$ cat config.mk
export PLATFORM = sky130hd
export DESIGN_NAME = microsequencer
export DESIGN_NICKNAME = d
export VERILOG_FILES = /design/src/rtl/microsequencer.sv
export SDC_FILE = /design/constraint.sdc
export NUM_CORES = 1
export LEC_CHECK = 0
export BUFFER_PORTS_ARGS = -buffer_cell sky130_fd_sc_hd__buf_2
export CAP_MARGIN = 10
export CORE_ASPECT_RATIO = 0.5
export CORE_MARGIN = 5
export CORE_UTILIZATION = 48
export DETAILED_ROUTE_END_ITERATION = 10
export PLACE_DENSITY = 0.86
export SLEW_MARGIN = 25
export SYNTH_ARGS = -nofsm -noshare
export SYNTH_HDL_FRONTEND = slang
export SYNTH_SLANG_ARGS = --single-unit
$ cat constraint.sdc
create_clock -name clk -period 2.9 [get_ports clk]
set_clock_uncertainty 0.1 [all_clocks]
set_input_delay 0.87 -clock clk [delete_from_list [all_inputs] [get_ports clk]]
set_output_delay 0.87 -clock clk [all_outputs]
set_load 0.005 [all_outputs]
$ cat src/rtl/microsequencer.sv
// Microsequencer: selects the next control-store address from the encoder, jump field,
// incrementer or current state. A bounded memory-wait hold traps to TRAP_STATE on timeout.
module microsequencer #(
  parameter int unsigned WAIT_LIMIT  = 16,
  parameter logic [6:0]  FETCH_STATE = 7'd1,
  parameter logic [6:0]  TRAP_STATE  = 7'd127
) (
  input  logic        clk,
  input  logic        reset,
  input  logic [2:0]  N,
  input  logic [1:0]  S,
  input  logic        Inv,
  input  logic        IncRld,
  input  logic [6:0]  CR,
  input  logic [31:0] IR,
  input  logic        MOC,
  input  logic        cond_br,
  input  logic        cond_z,
  output logic [6:0]  curState,
  output logic [6:0]  incState,
  output logic        cond,
  output logic        timeout
);

  typedef enum logic [2:0] {
    NA_DECODE  = 3'b000,
    NA_FETCH   = 3'b001,
    NA_JUMP    = 3'b010,
    NA_NEXT    = 3'b011,
    NA_CJUMP   = 3'b100,
    NA_CDECODE = 3'b101,
    NA_WAIT    = 3'b110,
    NA_HALT    = 3'b111
  } nsel_e;

  localparam logic [4:0] LIMIT_M1 = 5'(WAIT_LIMIT - 1);

  nsel_e      nsel;
  logic [6:0] cur_q, cur_d;
  logic [6:0] inc_q, inc_d;
  logic [4:0] wait_q, wait_d;
  logic       timeout_q, timeout_d;
  logic       cond_sel;
  logic [6:0] enc_state;

  assign nsel = nsel_e'(N);

  always_ff @(posedge clk or posedge reset) begin
    if (reset) begin
      cur_q     <= 7'd0;
      inc_q     <= 7'd1;
      wait_q    <= '0;
      timeout_q <= 1'b0;
    end else begin
      cur_q     <= cur_d;
      inc_q     <= inc_d;
      wait_q    <= wait_d;
      timeout_q <= timeout_d;
    end
  end

  always_comb begin
    unique case (IR[31:26])
      6'h00:   enc_state = 7'd10;
      6'h08:   enc_state = 7'd50;
      6'h23:   enc_state = 7'd20;
      6'h2B:   enc_state = 7'd30;
      6'h04:   enc_state = 7'd40;
      6'h02:   enc_state = 7'd60;
      default: enc_state = FETCH_STATE;
    endcase
  end

  always_comb begin
    cur_d     = cur_q;
    wait_d    = '0;
    timeout_d = 1'b0;
    unique case (nsel)
      NA_DECODE:  cur_d = enc_state;
      NA_FETCH:   cur_d = FETCH_STATE;
      NA_JUMP:    cur_d = CR;
      NA_NEXT:    cur_d = inc_q;
      NA_CJUMP:   cur_d = cond ? CR : inc_q;
      NA_CDECODE: cur_d = cond ? enc_state : inc_q;
      NA_WAIT: begin
        // A completing condition wins over the limit, so a wait that ends on the last
        // permitted cycle never traps.
        if (cond) begin
          cur_d = inc_q;
        end else if (wait_q == LIMIT_M1) begin
          cur_d     = TRAP_STATE;
          timeout_d = 1'b1;
        end else begin
          wait_d = wait_q + 5'd1;
        end
      end
      NA_HALT:    cur_d = cur_q;
    endcase
    inc_d = IncRld ? cur_d + 7'd1 : inc_q;
  end

  always_comb begin
    unique case (S)
      2'b00: cond_sel = MOC;
      2'b01: cond_sel = cond_br;
      2'b10: cond_sel = cond_z;
      2'b11: cond_sel = 1'b0;
    endcase
    cond     = cond_sel ^ Inv;
    curState = cur_q;
    incState = inc_q;
    timeout  = timeout_q;
  end

endmodule

==> metrics.log, run 1 <==
[metrics] Std-Cell Core Area: 0.00345 sq mm
[metrics] launching element type of the critical path: primary input
[metrics] total power per unit cell area: 432 mW/mm^2
[metrics] starting density of the core: 49.9%
[metrics] setup TNS: -1.90 ns
[metrics] Max Freq: 0.297 GHz
[metrics] placed wire-length estimate: 4.42 mm
[metrics] DIE WIDTH: 94.8 microns
[metrics] ports placed on the boundary: 67
[metrics] slew of the pin with the lowest slew margin: 0.780 ns
[metrics] net count after synthesis: 258
[metrics] Sink Count: 20
[metrics] vias in the first global route: roughly 2.2k
[metrics] crit-path max FO: 4
[metrics] status: complete, but fails checks
[metrics] total length of routed wires: around 7.9 mm
[metrics] number of enable-type register cells in the synthesized netlist: 0
[metrics] layout filler cell count: around 180
[metrics] instance count along the most critical hold path: 1
[metrics] max-cap violation count: 0
[metrics] startpoint of the worst hold path: wait_q[0]
[metrics] min Tclk post-route: 3.37 ns
[metrics] Routed wire per std cell: between 20 and 25 microns
[metrics] violations in the final reports: setup timing
[metrics] top-area cell type share of the netlist area: 27.6%
[metrics] count of input and output buffers: 40
[metrics] leakage power summed over all cells: 1.24 nW
[metrics] clock latency reported for the late side of the worst-skew pair: 0.26 ns
[metrics] fraction of layout cells with a size suffix above 1: 51.8%
[metrics] antenna viol nets, final: 0
[metrics] Endpoint, Worst Hold: wait_q[0]
[metrics] largest net degree at the start of global routing: 21
[metrics] length in cells of the worst reg-to-reg path: 12
[metrics] warning count from the yosys run: 0
[metrics] DRC Markers: 0
[metrics] synth top area cells: sky130_fd_sc_hd__dfrtp_1 (28%), sky130_fd_sc_hd__o21ai_0 (6.1%), sky130_fd_sc_hd__nand2_1 (4.1%)
[metrics] endpoint of the most critical register-to-register path: incState[6]
[metrics] most common flop cell mapped by yosys: sky130_fd_sc_hd__dfrtp_1
[metrics] cell area after technology mapping: 0.00172 sq mm
[metrics] Hold Vio Cnt, Final: 0
[metrics] deepest clock path buffer count: 2
[metrics] setup slack of the most critical reg-to-reg path: -0.06 ns
[metrics] area occupied by multi-input gates: roughly 0.0014 sq mm
[metrics] final period utilization: 116%
[metrics] post-synthesis average cell area: approximately 8.4 sq um
[metrics] clock-pin slew on the worst setup and hold paths: around 0.080 ns
[metrics] post-synthesis instance total: a little over 200
[metrics] final max-slew violation count: 0
[metrics] total clock buffers created by CTS: 3
[metrics] first-pass GRT wire length: between 10 and 15 mm
[metrics] placement row count: 15
[metrics] cell taking the most area after synthesis: sky130_fd_sc_hd__dfrtp_1
[metrics] Required @ worst endpoint: 2.96 ns
[metrics] startpoint of the lowest-slack register-to-register path: wait_q[0]
[metrics] share of async-settable or async-resettable flops after synthesis: 100%
[metrics] worst-case headroom to the max-slew limit: roughly 48%
[metrics] placed cell count: 329
[metrics] number of antenna violations at the first check in global routing: 0
[metrics] chip height: 52.4 microns
[metrics] clock tree from TritonCTS: done
[metrics] first drt pass iteration count: 6
[metrics] RSZ-0062 raised after global routing: true
[metrics] min-delay worst type: reg -> reg
[metrics] post-route non-filler standard cell count: 352
[metrics] area taken by flip-flops and latches: 502 sq um
[metrics] Starting DRT DRC Count: 342
[metrics] Die ar.: 0.00496 sq mm
[metrics] number of hold buffers added after cts: 0
[metrics] worst IR drop on VDD: 498 uV
[metrics] arrival time of data at the critical path endpoint: 3.42 ns
[metrics] count of antenna diodes in the layout: 0
[metrics] number of distinct library cells after synthesis: 64
[metrics] per-cell via count in the routed design: 6.82
[metrics] Worst Path Class, Setup: in -> reg
[metrics] Root Buffer Master: sky130_fd_sc_hd__clkbuf_8
[metrics] critical path capture point type: flop
[metrics] total global-route track usage: 30.0%
[metrics] least setup slack across all paths after layout: -0.468 ns
[metrics] H-tree depth: 1
[metrics] flip-flop and latch count after synthesis: 20
[metrics] Layout area overhead: 60.8%
[metrics] final global-route overflow total: 0
[metrics] post-layout net count: 355
[metrics] vias: about 2.4k
[metrics] sequential element share of the synthesized area: 29.1%
[metrics] Final Setup Violations: 7
[metrics] RePlAce Congestion: 0.957
state kept, by name (all words and copies together), names as in the netlist:
name      flops
incState      7
wait_q        5
curState      7
timeout       1
cell usage after synthesis (3+ instances only):
library cell,instances
sky130_fd_sc_hd__nand3_1,9
sky130_fd_sc_hd__nand2_1,19
sky130_fd_sc_hd__xnor2_1,5
sky130_fd_sc_hd__or2_2,3
sky130_fd_sc_hd__nor3_1,7
sky130_fd_sc_hd__a22oi_1,3
sky130_fd_sc_hd__inv_1,8
sky130_fd_sc_hd__clkbuf_1,5
sky130_fd_sc_hd__o2111ai_1,3
sky130_fd_sc_hd__dfrtp_1,19
sky130_fd_sc_hd__nor2_1,13
sky130_fd_sc_hd__nor2b_1,4
sky130_fd_sc_hd__o21a_1,4
sky130_fd_sc_hd__o21ai_0,21
sky130_fd_sc_hd__a21oi_1,12
sky130_fd_sc_hd__buf_2,6
sky130_fd_sc_hd__o211ai_1,5
sky130_fd_sc_hd__mux2i_1,4
repair_timing:
action	CTS	global route
pin swaps	12	11
resized for setup	30	19
gates cloned	0	0
setup buffers	12	8
setup endpoints to repair	8	9
worst max-delay path by stage:
stage,from,to,depth (start not counted)
after floorplan,S[1],incState[6],11
after global placement,S[1],incState[6],12
after detailed placement,S[1],incState[6],12
after CTS,S[1],incState[6],13
after global routing,S[1],incState[6],13
final,S[1],incState[6],13
routing by layer:
metal	up-vias	routed length (microns)	track usage, %	share of wire [%]
met3	80	947	5.31	12
met1	1113	3010	37.9	38
li1	968	-	-	-
met4	0	500	14.8	6.3
met5	-	0	0	0
met2	239	3430	49.8	43
through the flow:
step                hold slack, ns  setup slack, ns  area [sq um]  util (%)  power [W]
global placement             0.359           -0.474          2330      67.5   0.000761
detailed placement           0.368           -0.525          2330      67.5   0.000783
finish                       0.376           -0.468          2770      80.3    0.00120
global route                 0.407           -0.496          2770      80.3    0.00123
floorplan                    0.342           -0.265          1780         -   0.000585
CTS                          0.380           -0.219          2620      76.0    0.00107
layout by cell type (no fill, tap or decap), types with 3 or more instances in the layout:
| cell type | count |
|---|---|
| sky130_fd_sc_hd__buf_4 | 53 |
| sky130_fd_sc_hd__buf_2 | 38 |
| sky130_fd_sc_hd__dfrtp_1 | 19 |
| sky130_fd_sc_hd__o21ai_0 | 17 |
| sky130_fd_sc_hd__nand2_1 | 17 |
| sky130_fd_sc_hd__nor2_1 | 13 |
| sky130_fd_sc_hd__buf_6 | 12 |
| sky130_fd_sc_hd__inv_1 | 8 |
| sky130_fd_sc_hd__nand3_1 | 7 |
| sky130_fd_sc_hd__a21oi_1 | 6 |
| sky130_fd_sc_hd__nor3_1 | 5 |
| sky130_fd_sc_hd__o211ai_1 | 5 |
| sky130_fd_sc_hd__xnor2_1 | 4 |
| sky130_fd_sc_hd__nor2b_1 | 4 |
| sky130_fd_sc_hd__mux2i_1 | 4 |
| sky130_fd_sc_hd__a21oi_4 | 4 |
| sky130_fd_sc_hd__o21a_1 | 4 |
| sky130_fd_sc_hd__clkbuf_8 | 4 |
| sky130_fd_sc_hd__or2_2 | 3 |
| sky130_fd_sc_hd__mux2_4 | 3 |
| sky130_fd_sc_hd__o2111ai_1 | 3 |
power by group:
part           switching (W)  internal (W)  leakage [nW]
clock              0.0000993      0.000121        0.0288
sequential         0.0000671      0.000322         0.253
combinational       0.000297      0.000291         0.961
total               0.000463      0.000734          1.24
cell type report:
cell class / instances / area share, %
multi-input combinational: 163 / 48.9
timing repair buffer: 105 / 27.3
sequential: 20 / 18.1
tap: 51 / 2.30
clock buffer: 4 / 1.99
inverter: 9 / 1.40
kinds of logic (layout without fill, tap and decap cells):
group / Yosys count / after routing / share of synthesized area, %
flip-flops: 20 / 20 / 29.1
adder cells (fa/ha/maj): 3 / 3 / 2.03
XOR/XNOR: 7 / 7 / 3.56
buffers and inverters: 22 / 118 / 5.66
AND/OR/NAND/NOR: 72 / 72 / 22.0
AO/OA/AOI/OAI: 73 / 73 / 32.3
multiplexers: 8 / 8 / 5.37
critical path, stage by stage:
cell and delay, ns:
sky130_fd_sc_hd__buf_8 0.10, sky130_fd_sc_hd__mux2_4 0.32, sky130_fd_sc_hd__buf_6 0.12, sky130_fd_sc_hd__a221oi_4 0.34
sky130_fd_sc_hd__and3_4 0.29, sky130_fd_sc_hd__o21ai_4 0.07, sky130_fd_sc_hd__a21oi_2 0.30, sky130_fd_sc_hd__ha_4 0.22
sky130_fd_sc_hd__nand2_4 0.06, sky130_fd_sc_hd__a21oi_4 0.13, sky130_fd_sc_hd__nand4_1 0.15, sky130_fd_sc_hd__xnor2_1 0.19
sky130_fd_sc_hd__mux2_4 0.26
Power figures use the tool's default switching activity.
==> run 2, diff against run 1 <==
- CORE_UTILIZATION: 48 -> 45
- PLACE_DENSITY: 0.86 -> 0.82
==> run 2 against run 1 <==
Compared with the run above: clock-buffer cell count shrank 1; die area up 5.7%; global-route usage is 6.4 points lower; critical endpoint unchanged; sequential power is 2% lower; worst hold slack gained 0.021 ns; core utilization decreased by 4.1 points; first-iteration DRC count shrank 19%; flip-flop and latch count is the same; the flow still finishes with violations (setup timing); register-to-register slack gained 0.17 ns; final cell count down 0.28%; clock power rose by 26%; total power is essentially flat.
==> metrics.log, run 2 (synthesis gave the netlist of run 1 again) <==
[metrics] status: complete, but fails checks
[metrics] violations in the final reports: setup timing
[metrics] min-delay worst type: reg -> reg
[metrics] placed wire-length estimate: 4.41 mm (-0.23%)
[metrics] DIE WIDTH: 97.5 microns (+2.9%)
[metrics] hold slack: 0.397 ns (+0.0210 ns)
[metrics] instance count along the most critical hold path: 1 (unchanged)
[metrics] Starting DRT DRC Count: 277 (-19%)
[metrics] total global-route track usage: 23.5% (-6.4 points)
[metrics] net switching power figure: 0.000423 W (-8.7%)
[metrics] final global-route overflow total: 0 (unchanged)
[metrics] number of hold buffers added after cts: 0 (unchanged)
[metrics] CP peak stage delay: 0.32 ns (-0.02 ns)
[metrics] largest net degree at the start of global routing: 21 (unchanged)
[metrics] post-route non-filler standard cell count: 351 (-0.28%)
[metrics] most frequent standard cell in the layout excluding fill and tap cells: sky130_fd_sc_hd__buf_4
[metrics] worst IR drop on VDD: 641 uV (+29%)
[metrics] launching element of the worst setup path: S[1]
[metrics] H-tree depth: 1 (unchanged)
[metrics] internal power: 0.000773 W (+5.4%)
[metrics] number of antenna violations at the first check in global routing: 0 (unchanged)
[metrics] total length of routed wires: 7.23 mm (-8.3%)
[metrics] CP delay by family, top: compound AO/OA/AOI/OAI gates
[metrics] combinational cell fraction of total power: 44.8% (-4.3 points)
[metrics] RePlAce Congestion: 0.938 (-2.0%)
[metrics] fraction of power consumed by the clock network: 23.3% (+4.9 points)
[metrics] Die ar.: 0.00524 sq mm (+5.7%)
[metrics] total buffers and inverters traversed by the critical path: 2 (unchanged)
[metrics] worst-case headroom to the max-slew limit: 50.7% (+2.8 points)
[metrics] layout filler cell count: 214 (+17%)
[metrics] Worst Path Class, Setup: in -> reg
[metrics] arrival time of data at the critical path endpoint: 3.29 ns (-0.13 ns)
[metrics] fin area: 0.00272 sq mm (-2.0%)
[metrics] Std-Cell Core Area: 0.00357 sq mm (+3.3%)
[metrics] placement row count: 15 (unchanged)
[metrics] placed instance area: 0.00232 sq mm (-0.54%)
[metrics] endpoint of the most critical register-to-register path: incState[6]
[metrics] Final Setup Violations: 7 (unchanged)
[metrics] clock tree from TritonCTS: done
[metrics] crit-path max FO: 4 (unchanged)
[metrics] per-cell via count in the routed design: 6.42 (-5.9%)
[metrics] starting density of the core: 48.4% (-1.6 points)
[metrics] ports placed on the boundary: 67 (unchanged)
[metrics] RSZ-0062 raised after global routing: true
[metrics] DRC Markers: 0 (unchanged)
[metrics] Routed wire per std cell: 20.6 microns (-8.1%)
[metrics] first drt pass iteration count: 5 (-1)
[metrics] leakage power summed over all cells: 1.22 nW (-1.8%)
[metrics] clock-pin slew on the worst setup and hold paths: 0.08 ns (about the same)
[metrics] least setup slack across all paths after layout: -0.334 ns (+0.133 ns)
[metrics] Required @ worst endpoint: 2.95 ns (about the same)
[metrics] worst-case setup slack after placement: -0.580 ns (-0.0558 ns)
[metrics] cell-by-cell listing of the critical path: buf_8 > mux2_4 > buf_6 > a221oi_4 > and3_4 > o21ai_2 > a21oi_2 > ha_2 > nand2_2 > a21oi_2 > nand4_1 > xnor2_1 > mux2_4
[metrics] count of input and output buffers: 40 (unchanged)
[metrics] cell depth of the worst setup path: 13 (unchanged)
[metrics] Hold Vio Cnt, Final: 0 (unchanged)
[metrics] vias in the first global route: 2,003 (-9.7%)
[metrics] min Tclk post-route: 3.23 ns (-0.133 ns)
[metrics] final max-slew violation count: 0 (unchanged)
[metrics] capturing instance or port of the critical path: incState[6]
[metrics] setup slack of the most critical reg-to-reg path: 0.11 ns (+0.17 ns)
[metrics] commonest cells after routing, fill and taps aside: sky130_fd_sc_hd__buf_4 (56), sky130_fd_sc_hd__buf_2 (38), sky130_fd_sc_hd__dfrtp_1 (19), sky130_fd_sc_hd__nand2_1 (17), sky130_fd_sc_hd__o21ai_0 (16)
[metrics] final period utilization: 112% (-4.6 points)
[metrics] post-layout net count: 354 (-0.28%)
[metrics] placed cell count: 329 (unchanged)
[metrics] Crit-path slowest cell: sky130_fd_sc_hd__mux2_4
[metrics] deepest clock path buffer count: 2 (unchanged)
[metrics] clock latency reported for the late side of the worst-skew pair: 0.26 ns (about the same)
[metrics] antenna viol nets, final: 0 (unchanged)
[metrics] length in cells of the worst reg-to-reg path: 12 (unchanged)
[metrics] vias: 2,252 (-6.2%)
[metrics] switching power as a share of total power: 35.3% (-3.3 points)
[metrics] total power per unit cell area: 440 mW/mm^2 (+2.0%)
[metrics] area occupied by multi-input gates: 0.00131 sq mm (-3.6%)
[metrics] Sink Count: 20 (unchanged)
[metrics] part of the total power dissipated in sequential elements: 32.0% (-0.5 points)
[metrics] area taken by flip-flops and latches: 502 sq um (unchanged)
[metrics] critical path capture point type: flop
[metrics] fraction of layout cells with a size suffix above 1: 52.0% (+0.17 points)
[metrics] Max Freq: 0.309 GHz (+4.1%)
[metrics] max-cap violation count: 0 (unchanged)
[metrics] count of antenna diodes in the layout: 0 (unchanged)
[metrics] first-pass GRT wire length: 9.86 mm (-13%)
[metrics] launching element type of the critical path: primary input
[metrics] slew of the pin with the lowest slew margin: 0.739 ns (-0.0414 ns)
[metrics] startpoint of the lowest-slack register-to-register path: wait_q[0]
[metrics] Layout area overhead: 57.5%
[metrics] Root Buffer Master: sky130_fd_sc_hd__clkbuf_8
[metrics] chip height: 53.8 microns (+2.7%)
[metrics] total clock buffers created by CTS: 3 (unchanged)
[run 2: cell type report]
type                       instances  area share (%)
sequential                        20            18.5
inverter                           9            1.70
timing repair buffer             104            26.8
clock buffer                       3            1.52
tap                               51            2.35
clock inverter                     1            1.11
multi-input combinational        163            48.1
[run 2: worst min path at each step]
| stage | start | end | slack, ns |
|---|---|---|---|
| floorplan | wait_q[0] | wait_q[0] | 0.34 |
| global placement | wait_q[0] | wait_q[0] | 0.36 |
| detailed placement | wait_q[0] | wait_q[0] | 0.38 |
| CTS | wait_q[0] | wait_q[0] | 0.39 |
| global route | wait_q[0] | wait_q[0] | 0.42 |
| finish | wait_q[0] | wait_q[0] | 0.40 |
[run 2: what timing repair did]
| item | in CTS | in global routing |
|---|---|---|
| cloned | 0 | 0 |
| setup buffers | 10 | 10 |
| setup endpoints to repair | 7 | 7 |
| gates resized for setup | 18 | 24 |
| pin swaps | 7 | 14 |
[run 2: power groups by stage]
| stage | Clock (W) | Combinational (W) | Sequential, W |
|---|---|---|---|
| 3_3_place_gp | 0 | 0.000384 | 0.000373 |
| 5_1_grt | 0.000296 | 0.000565 | 0.000385 |
| 3_5_place_dp | 0 | 0.000400 | 0.000375 |
| 2_1_floorplan | 0 | 0.000218 | 0.000367 |
| 4_1_cts | 0.000279 | 0.000446 | 0.000372 |
| 6_report | 0.000278 | 0.000535 | 0.000382 |
[run 2: layer usage]
| layer | GRT usage [%] | wire [microns] | up-vias | share of wire, % |
|---|---|---|---|---|
| met5 | 0 | 0 | - | 0 |
| met4 | 9.89 | 315 | 0 | 4.4 |
| met3 | 1.42 | 762 | 46 | 11 |
| met2 | 43.2 | 3300 | 185 | 46 |
| met1 | 29.9 | 2850 | 1057 | 39 |
| li1 | - | - | 964 | - |
[run 2: through the flow]
stage	utilization, %	total power [W]	TNS (ns)
2_1_floorplan	-	0.000585	-0.359
3_3_place_gp	65.1	0.000757	-2.50
3_5_place_dp	65.1	0.000775	-3.22
4_1_cts	71.2	0.00110	-0.764
5_1_grt	76.2	0.00125	-1.74
6_report	76.2	0.00120	-1.33
